## config.mk

```make
export PLATFORM = sky130hd
export DESIGN_NAME = lsu_writeback
export DESIGN_NICKNAME = d
export VERILOG_FILES = /design/src/rtl/lsu_writeback_pkg.sv /design/src/rtl/lsu_writeback_load_extract.sv /design/src/rtl/lsu_writeback.sv
export SDC_FILE = /design/constraint.sdc
export NUM_CORES = 1
export LEC_CHECK = 0
export BUFFER_PORTS_ARGS = -buffer_cell sky130_fd_sc_hd__buf_2
export CAP_MARGIN = 20
export CORE_MARGIN = 10
export CORE_UTILIZATION = 54
export DETAILED_ROUTE_END_ITERATION = 12
export PLACE_DENSITY = 0.87
export SKIP_CTS_REPAIR_TIMING = 1
export SYNTH_ARGS = -nofsm -noshare
export SYNTH_HDL_FRONTEND = slang
export SYNTH_HIERARCHICAL = 1
export SYNTH_SLANG_ARGS = --single-unit
export TNS_END_PERCENT = 50
```

## constraint.sdc

```tcl
create_clock -name clk -period 3.4 [get_ports clk]
set_input_delay 0.34 -clock clk [delete_from_list [all_inputs] [get_ports clk]]
set_output_delay 0.34 -clock clk [all_outputs]
set_load 0.02 [all_outputs]
```

## src/rtl/lsu_writeback_pkg.sv

```systemverilog
// Shared encodings for the LSU writeback stage: wb_sel mux codes, memory
// opcodes, funct3 access codes, FSM states and the registered bus request
// bundle.
package lsu_writeback_pkg;

    localparam logic [1:0] WB_PC4 = 2'b00;
    localparam logic [1:0] WB_ALU = 2'b01;
    localparam logic [1:0] WB_MEM = 2'b10;
    localparam logic [1:0] WB_CSR = 2'b11;

    localparam logic [6:0] OP_LOAD  = 7'b0000011;
    localparam logic [6:0] OP_STORE = 7'b0100011;

    localparam logic [2:0] F3_LB  = 3'b000;
    localparam logic [2:0] F3_LH  = 3'b001;
    localparam logic [2:0] F3_LW  = 3'b010;
    localparam logic [2:0] F3_LBU = 3'b100;
    localparam logic [2:0] F3_LHU = 3'b101;
    localparam logic [2:0] F3_SB  = 3'b000;
    localparam logic [2:0] F3_SH  = 3'b001;
    localparam logic [2:0] F3_SW  = 3'b010;

    typedef enum logic [1:0] {
        ST_IDLE = 2'd0,
        ST_BUSY = 2'd1,
        ST_DONE = 2'd2
    } lsu_state_t;

    typedef enum logic [1:0] {
        SZ_BYTE = 2'd0,
        SZ_HALF = 2'd1,
        SZ_WORD = 2'd2
    } acc_size_t;

    // Registered bus request, held stable for the whole BUSY phase.
    typedef struct packed {
        logic [31:0] addr;
        logic [31:0] wdata;
        logic [3:0]  be;
        logic        we;
    } bus_req_t;

    // Access size comes from the low funct3 bits; the unused 011/110/111
    // codes fall into the word bucket.
    function automatic acc_size_t f3_size(input logic [2:0] f3);
        case (f3[1:0])
            2'b00:   return SZ_BYTE;
            2'b01:   return SZ_HALF;
            default: return SZ_WORD;
        endcase
    endfunction

endpackage

```

## src/rtl/lsu_writeback_load_extract.sv

```systemverilog
// Purpose: pick and sign/zero-extend the loaded byte/half/word from a bus word.
// Latency: purely combinational.
// Backpressure: none; no handshake.
import lsu_writeback_pkg::*;

module load_extract (
    input  logic [2:0]  funct3,
    input  logic [1:0]  offset,
    input  logic [31:0] rdata,
    output logic [31:0] value
);

    logic [7:0]  byte_sel;
    logic [15:0] half_sel;

    // Lane select by offset, then extension by funct3 (unknown codes read as LW).
    always_comb begin
        case (offset)
            2'd0:    byte_sel = rdata[7:0];
            2'd1:    byte_sel = rdata[15:8];
            2'd2:    byte_sel = rdata[23:16];
            default: byte_sel = rdata[31:24];
        endcase
        half_sel = offset[1] ? rdata[31:16] : rdata[15:0];
        case (funct3)
            F3_LB:   value = {{24{byte_sel[7]}}, byte_sel};
            F3_LBU:  value = {24'd0, byte_sel};
            F3_LH:   value = {{16{half_sel[15]}}, half_sel};
            F3_LHU:  value = {16'd0, half_sel};
            default: value = rdata;
        endcase
    end

endmodule

```

## src/rtl/lsu_writeback.sv

```systemverilog
// Purpose: MEM/WB stage - register-file writeback plus a single-outstanding data-bus FSM (LSU_MISALIGN_TRAP_EN enables misalignment trap).
// Latency: non-memory ops write back same cycle; loads/stores take request + wait + ack + 1 DONE cycle (min 3).
// Backpressure: Stall_MW holds the stage register from request issue until the ack; bus stalls beyond TIMEOUT abort with bus_err.
import lsu_writeback_pkg::*;

module lsu_writeback #(
    parameter int TIMEOUT = 255
) (
    input  logic        clk,
    input  logic        rst,
    input  logic        reg_wrMW,
    input  logic [1:0]  wb_selMW,
    input  logic        csr_reg_rdMW,
    input  logic [2:0]  InstF_MW_funct3,
    input  logic [6:0]  InstF_MW_opcode,
    input  logic [4:0]  rdMW,
    input  logic [31:0] AluResultMW,
    input  logic [31:0] WriteDataMW,
    input  logic [31:0] PCMW,
    input  logic [31:0] CsrRdataMW,
    output logic        dbus_req,
    output logic        dbus_we,
    output logic [31:0] dbus_addr,
    output logic [31:0] dbus_wdata,
    output logic [3:0]  dbus_be,
    input  logic        dbus_ack,
    input  logic [31:0] dbus_rdata,
    output logic        rf_we,
    output logic [4:0]  rf_waddr,
    output logic [31:0] rf_wdata,
    output logic        Stall_MW,
    output logic        misalign_exc,
    output logic        bus_err
);

    localparam logic [7:0] TMO_LAST = 8'(TIMEOUT - 1);

    lsu_state_t  state;
    logic [7:0]  wait_cnt;
    bus_req_t    req_q;
    logic        req_vld;
    logic [2:0]  f3_q;
    logic [1:0]  off_q;
    logic [4:0]  rd_q;
    logic        load_q;
    logic [31:0] rdata_q;
    logic        bus_err_q;

    logic        is_load;
    logic        is_store;
    logic        is_mem;
    logic        misaligned;
    logic        start;
    logic        in_idle;
    logic        in_busy;
    logic        in_done;
    acc_size_t   size;
    logic [1:0]  offset;
    logic [3:0]  be_n;
    logic [31:0] wdata_n;
    logic [31:0] load_val;
    logic        we_raw;

    // The CSR value arrives already selected through wb_selMW; the read flag
    // only matters upstream.
    logic unused_csr_rd;
    assign unused_csr_rd = csr_reg_rdMW;

    // While rst is low the combinational outputs behave as in IDLE.
    assign in_idle = !rst || (state == ST_IDLE);
    assign in_busy = rst && (state == ST_BUSY);
    assign in_done = rst && (state == ST_DONE);

    // Decode access type, size, lane offset, byte enables and lane-replicated store data.
    always_comb begin
        is_load  = (InstF_MW_opcode == OP_LOAD);
        is_store = (InstF_MW_opcode == OP_STORE);
        is_mem   = is_load || is_store;
        size     = f3_size(InstF_MW_funct3);
        case (size)
            SZ_BYTE: begin
                offset  = AluResultMW[1:0];
                be_n    = 4'b0001 << AluResultMW[1:0];
                wdata_n = {4{WriteDataMW[7:0]}};
            end
            SZ_HALF: begin
                offset  = {AluResultMW[1], 1'b0};
                be_n    = 4'b0011 << {AluResultMW[1], 1'b0};
                wdata_n = {2{WriteDataMW[15:0]}};
            end
            default: begin
                offset  = 2'b00;
                be_n    = 4'b1111;
                wdata_n = WriteDataMW;
            end
        endcase
    end

`ifdef LSU_MISALIGN_TRAP_EN
    assign misaligned = is_mem &&
                        (((size == SZ_HALF) && AluResultMW[0]) ||
                         ((size == SZ_WORD) && (AluResultMW[1:0] != 2'b00)));
`else
    assign misaligned = 1'b0;
`endif

    assign start = in_idle && is_mem && !misaligned;

    // Transaction FSM: capture the request in IDLE, wait for ack or timeout in BUSY, write back in DONE.
    always_ff @(posedge clk) begin
        if (!rst) begin
            state     <= ST_IDLE;
            wait_cnt  <= 8'd0;
            req_q     <= '0;
            req_vld   <= 1'b0;
            f3_q      <= 3'd0;
            off_q     <= 2'd0;
            rd_q      <= 5'd0;
            load_q    <= 1'b0;
            rdata_q   <= 32'd0;
            bus_err_q <= 1'b0;
        end else begin
            bus_err_q <= 1'b0;
            case (state)
                ST_IDLE: begin
                    if (start) begin
                        state       <= ST_BUSY;
                        wait_cnt    <= 8'd0;
                        req_vld     <= 1'b1;
                        req_q.addr  <= {AluResultMW[31:2], 2'b00};
                        req_q.wdata <= wdata_n;
                        req_q.be    <= be_n;
                        req_q.we    <= is_store;
                        f3_q        <= InstF_MW_funct3;
                        off_q       <= offset;
                        rd_q        <= rdMW;
                        load_q      <= is_load;
                    end
                end
                ST_BUSY: begin
                    if (dbus_ack) begin
                        rdata_q <= dbus_rdata;
                        req_vld <= 1'b0;
                        state   <= ST_DONE;
                    end else if (wait_cnt == TMO_LAST) begin
                        bus_err_q <= 1'b1;
                        req_vld   <= 1'b0;
                        wait_cnt  <= 8'd0;
                        state     <= ST_IDLE;
                    end else begin
                        wait_cnt <= wait_cnt + 8'd1;
                    end
                end
                ST_DONE: begin
                    state <= ST_IDLE;
                end
                default: begin
                    state   <= ST_IDLE;
                    req_vld <= 1'b0;
                end
            endcase
        end
    end

    load_extract u_load_extract (
        .funct3 (f3_q),
        .offset (off_q),
        .rdata  (rdata_q),
        .value  (load_val)
    );

    assign dbus_req   = req_vld;
    assign dbus_we    = req_q.we;
    assign dbus_addr  = req_q.addr;
    assign dbus_wdata = req_q.wdata;
    assign dbus_be    = req_q.be;
    assign bus_err    = bus_err_q;

    // Writeback mux, write-enable qualification and stall/exception outputs.
    always_comb begin
        rf_waddr = in_done ? rd_q : rdMW;
        case (wb_selMW)
            WB_PC4:  rf_wdata = PCMW + 32'd4;
            WB_ALU:  rf_wdata = AluResultMW;
            WB_MEM:  rf_wdata = load_val;
            default: rf_wdata = CsrRdataMW;
        endcase
        we_raw = 1'b0;
        if (in_idle) begin
            we_raw = reg_wrMW && !is_mem;
        end else if (in_done) begin
            we_raw = reg_wrMW && load_q;
        end
        rf_we        = we_raw && rst && (rf_waddr != 5'd0);
        Stall_MW     = start || in_busy;
        misalign_exc = in_idle && rst && misaligned;
    end

endmodule

```

Yosys cells after proc, flatten, opt, wreduce, memory -nomap -nowiden
Index checks and enable logic that the tools add are counted.
{"block": "word_totals", "ff_bits": 122, "latch_bits": 0, "ramBits": 0, "rom_bits": 0, "input_bits": 182, "output_inout_bits": 111, "wordCells": 87, "mem_count": 0}
{"block": "op_classes", "addsub": 2, "n_mul": 0, "n_div": 0, "magnitude_cmp": 0, "n_eq_ne": 17, "n_shift": 2, "mux": 24, "bitwise": 3, "n_reduce_logical": 26}
{"cell": "case mux 32 bit (4 select lines)", "count": 1}
{"cell": "case mux 32 bit (3 select lines)", "count": 1}
{"cell": "case mux 32 bit (2 select lines)", "count": 1}
{"cell": "adder 32 x 3 -> 32 bit (second input constant)", "count": 1}
{"cell": "two-way mux 8 bit", "count": 3}
{"cell": "case mux 8 bit (3 select lines)", "count": 1}
{"cell": "two-way mux 16 bit", "count": 1}
{"cell": "case mux 8 bit (2 select lines)", "count": 1}
{"cell": "case mux 2 bit (2 select lines)", "count": 3}
{"cell": "equality test 2 x 1 -> 1 bit (second input constant)", "count": 5}
{"cell": "zero test 2 bit", "count": 5}
{"cell": "adder 8 x 1 -> 8 bit (second input constant)", "count": 1}
{"cell": "equality test 8 bit (second input constant)", "count": 1}
{"cell": "case mux 4 bit (2 select lines)", "count": 1}
{"cell": "equality test 7 x 2 -> 1 bit (second input constant)", "count": 1}
{"cell": "equality test 7 x 6 -> 1 bit (second input constant)", "count": 1}
{"cell": "logical AND 1 bit", "count": 7}
{"cell": "equality test 2 bit (second input constant)", "count": 3}
{"cell": "equality test 3 bit (second input constant)", "count": 2}
{"cell": "two-way mux 1 bit", "count": 6}
{"cell": "two-way mux 2 bit", "count": 3}
{"cell": "AND reduction 2 bit", "count": 3}
{"cell": "AND reduction 3 bit", "count": 2}
{"cell": "two-way mux 5 bit", "count": 1}
{"cell": "other kinds (13)", "count": 19}

Longest topological paths before layout
{"block": "depth", "word_depth": 7, "depth_mapped": 8, "mapped_depth_nobuf": 6}

By module
The synthesis kept the hierarchy.
{"mod": "lsu_writeback", "instances": 1, "cells_per_inst": 735, "area_each_um2": 6503.7}
{"mod": "load_extract", "instances": 1, "cells_per_inst": 133, "area_each_um2": 969.7}

Worst setup path before layout
Ideal clock, no wire load.
{"block": "synth_timing", "kind": "flip-flop to output port", "startpoint": "register off_q[0]", "endpoint": "output port rf_wdata[10]", "arrival_ns": 1.783, "required_time_ns": 3.060, "path_slack_ns": 1.277, "stages_incl_launch_ff": 7, "cell_sequence": "dfxtp_1 -> buf_6 -> mux2_4 -> a22oi_4 -> buf_6 -> o221ai_2 -> mux4_2"}
{"block": "synth_between", "elab_chain_cells": 4, "word_cells_on_any_way": 6}
{"element": "start, declared", "line_no": "lsu_writeback.sv:43", "text": "logic [1:0] off_q;"}
{"element": "start signal, assigned", "line_no": "lsu_writeback.sv:135", "text": "off_q <= offset;"}
{"element": "equality test 2 bit, or another cell as far along", "line_no": "lsu_writeback_load_extract.sv:18", "text": "case (offset)"}
{"element": "case mux 8 bit (3 select lines) *", "line_no": "lsu_writeback_load_extract.sv:18"}
{"element": "case mux 32 bit (4 select lines) *", "line_no": "lsu_writeback_load_extract.sv:25", "text": "case (funct3)"}
{"element": "via load_val[10]", "line_no": "lsu_writeback.sv:61", "text": "logic [31:0] load_val;"}
{"element": "case mux 32 bit (3 select lines) *", "line_no": "lsu_writeback.sv:182", "text": "case (wb_selMW)"}
{"element": "end, declared", "line_no": "lsu_writeback.sv:30", "text": "output logic [31:0] rf_wdata,"}
Mark *: on every way through the listed nets, which the timed path passes. The rest lies on a longest branch.

Final worst setup path
{"block": "layout_timing", "startpoint": "register off_q[0]", "endpoint": "output port rf_wdata[12]"}
Same word-level chain as after synthesis.

==> run summary <==
* status: finished clean
* vias per cell: 5.968
* async set or reset register ratio after synthesis: 0
* leading post-synthesis cells by cell area: sky130_fd_sc_hd__dfxtp_1, sky130_fd_sc_hd__nand2_1, sky130_fd_sc_hd__mux4_2
* depth of the worst register-to-register path: 4
* unique cell type count in the Yosys netlist: 58
* Worst Path Arrival: 2.88 ns
* number of nets at the end of the flow: 1,300
* Yosys warning count: 6
* antenna violations before repair: 3
* startpoint types: register
* drt pass-1 iters: 5
* root cell of the clock tree: sky130_fd_sc_hd__clkbuf_16
* Fmax achieved: 0.3104 GHz
* count of port buffers added during placement: 288
* floorplan row count: 42
* mean cell area of the mapped netlist: 8.610 µm²
* critical path capture point type: output port
* category of the most critical setup path: register to output port
* number of cells on the worst hold path: 2
* worst hold path endpoint: load_q
* routed wire length: 29.09 mm
* setup repair after global routing missed its margin: no
* fin crit share: 0.9475
* clock slew at reported path FFs: 0.05 ns
* fillers: 1,074
* total placed instance area: 8846 µm²
* static leakage: 4.201 nW
* maximum count of clock buffers along a single path: 2
* number of CTS-inserted buffers: 17
* Boundary Pins: 293
* Final Max Slew Viols: 0
* clock tree from TritonCTS: built
* average detailed-routed wire length per instance: 22.26 µm
* total via count after detailed routing: 7,800
* first-pass GRT wire length: 42.41 mm
* die outline width: 137.6 µm
* post-detailed-route count of antenna-violating nets: 0
* fraction of final layout cells sized beyond drive strength 1: 0.3493
* DRC errors left: 0
* worst rel slew slack: 0.2964
* combined area of all synthesized cells: 7473 µm²
* start point of the worst hold path: InstF_MW_opcode[5]
* vias in the first global route: 7,716
* reg2reg setup slack: 1.28 ns
* critical path fanouts, max: 12
* endpoints failing setup: 0
* shortest period the worst path allows: 3.221 ns
* clock net sink count: 122
* most used flip-flop cell after synthesis: sky130_fd_sc_hd__dfxtp_1
* die outline height: 137.6 µm
* number of violations reported at the end of detailed-routing iteration 0: 802
* portion of synthesized cell area occupied by the leading cell type: 0.3268
* final cell area excluding filler cells: 9489 µm²
* power per unit of standard cell area: 408.1 nW/µm²
* instance count of the mapped netlist: 868
* synthesis-stage register bit count: 122
* summed negative setup slack over all endpoints: 0 ns
* number of synthesized flops with an enable pin: 0
* worst clock skew: 0.007399 ns
* global-route total usage across every layer: 0.2905
* Hold/Removal Path Class: input pin to register
* largest net degree at the start of global routing: 66
* required time worst endpoint: 3.06 ns
* end of the worst register-to-register path: rdata_q[28]
* max-cap viol count: 0
* global route total overflow: 0
* level count of the clock H-tree: 4
* slew at the pin closest to its max-slew limit: 1.053 ns
* VDD IR max: 0.3753 mV
* placed wire-length estimate: 21.87 mm
* Core Area: 13,400 µm²
* largest area contributor in the netlist: sky130_fd_sc_hd__dfxtp_1
* Area Overhead vs Synth: 26.97%
* final hold violation count: 0
* die area: 18,940 µm²
* origin of the critical flop-to-flop path: state[0]
* sequential area share after synthesis: 0.3268
* Skew-Pair Late Insertion Delay: 0.42 ns
* GPL Wtd Cong: 0.9868
* initial cell density of the core: 0.5577
power breakdown:
| group | leakage (nW) | switching (W) | internal, W |
|---|---|---|---|
| sequential | 0.983 | 0.00000638 | 0.00144 |
| combinational | 2.91 | 0.000285 | 0.000224 |
| clock | 0.306 | 0.000686 | 0.00123 |
| total | 4.20 | 0.000977 | 0.00290 |
sequential cells by signal (all words and copies together) (netlist names):
| name | cells |
|---|---|
| wait_cnt | 8 |
| dbus_we | 1 |
| rd_q | 5 |
| dbus_addr | 30 |
| off_q | 2 |
| bus_err | 1 |
| f3_q | 3 |
| dbus_be | 4 |
| dbus_req | 1 |
| load_q | 1 |
| dbus_wdata | 32 |
| state | 2 |
| rdata_q | 32 |
worst max path at each step:
stage / endpoint / slack, ns / startpoint
finish: rf_wdata[12] / 0.18 / off_q[0]
global route: rf_wdata[13] / 0.12 / off_q[0]
CTS: rf_wdata[31] / 0.10 / off_q[0]
detailed placement: rf_wdata[31] / 0.56 / off_q[0]
global placement: rf_wdata[9] / 0.63 / off_q[0]
floorplan: rf_wdata[10] / 1.28 / off_q[0]
worst max-delay path, cell delays in order (launching register included):
cell	delay, ns
sky130_fd_sc_hd__dfxtp_1	0.62
sky130_fd_sc_hd__mux2_4	0.39
sky130_fd_sc_hd__a22oi_2	0.59
sky130_fd_sc_hd__o221ai_2	0.22
sky130_fd_sc_hd__mux4_2	0.47
sky130_fd_sc_hd__buf_2	0.17
synth_stat cells (all sizes together) (5+ instances only):
cell / count
and2: 5
mux2i: 20
nor2b: 14
nand4: 6
xor2: 11
and3: 7
a22o: 5
nor3: 7
dfxtp: 122
inv: 14
nand2: 229
a311oi: 7
buf: 37
clkbuf: 34
a21oi: 21
xnor2: 17
nand3: 29
o221ai: 7
a21boi: 92
mux4: 38
o211a: 17
nor2: 43
mux2: 7
o22ai: 16
o21ai: 27
cell families after synthesis:
family,count (synthesis),synth area share
AO/OA/AOI/OAI,203,0.2007
multiplexers,65,0.1564
other,1,0.0005018
adder cells (fa/ha/maj),3,0.005023
flip-flops,122,0.3268
buffers and inverters,86,0.05826
AND/OR/NAND/NOR,360,0.2195
XOR/XNOR,28,0.03281
layer usage:
metal / global-route usage / wire length (µm) / up-vias
met5: 0 / 0 / -
met1: 0.3123 / 10300 / 3645
li1: - / - / 3558
met3: 0.1060 / 3532 / 89
met4: 0.1727 / 1370 / 0
met2: 0.4806 / 13890 / 508
cell usage in the layout, fill, tap and decap left out, drive strengths merged, types with 3 or more instances in the layout:
cell	count
clkinv	6
buf	296
a221oi	3
dfxtp	122
nor2b	14
inv	15
xor2	11
or2	3
nor3b	3
diode	3
xnor2	17
ha	3
a21boi	92
a22o	5
nand4	6
mux4	38
and2	5
o21ai	27
and4	4
nor3	7
nand3	29
mux2	7
and3	7
o211a	17
bufinv	3
nand2	229
o221ai	7
conb	3
clkbuf	22
o22ai	16
a311oi	7
nor2	43
mux2i	20
a21oi	21
nor4	4
through the flow:
stage               total power [W]  setup WS, ns  hold WS (ns)  std cells    util
floorplan                  0.001750         1.277        0.4300        870       -
global placement           0.001967        0.6290        0.4403       1271  0.6601
detailed placement         0.001976        0.5594        0.4457       1271  0.6601
CTS                        0.003876        0.1008        0.1064       1303  0.7066
global route               0.003975        0.1156        0.1308       1306  0.7079
finish                     0.003873        0.1786        0.1264       1307  0.7081
area by class of cell:
cell class              count  area (µm²)  area share
well taps                 176       220.2     0.02321
repair buffers            296        1516      0.1598
diodes                      3       7.507   0.0007911
clock buffers              22       484.2     0.05103
flip-flops and latches    122        2442      0.2574
inverters                  15       56.30    0.005934
multi-input cells         663        4623      0.4872
clock inverters            10       138.9     0.01464
Power figures use the tool's default switching activity.
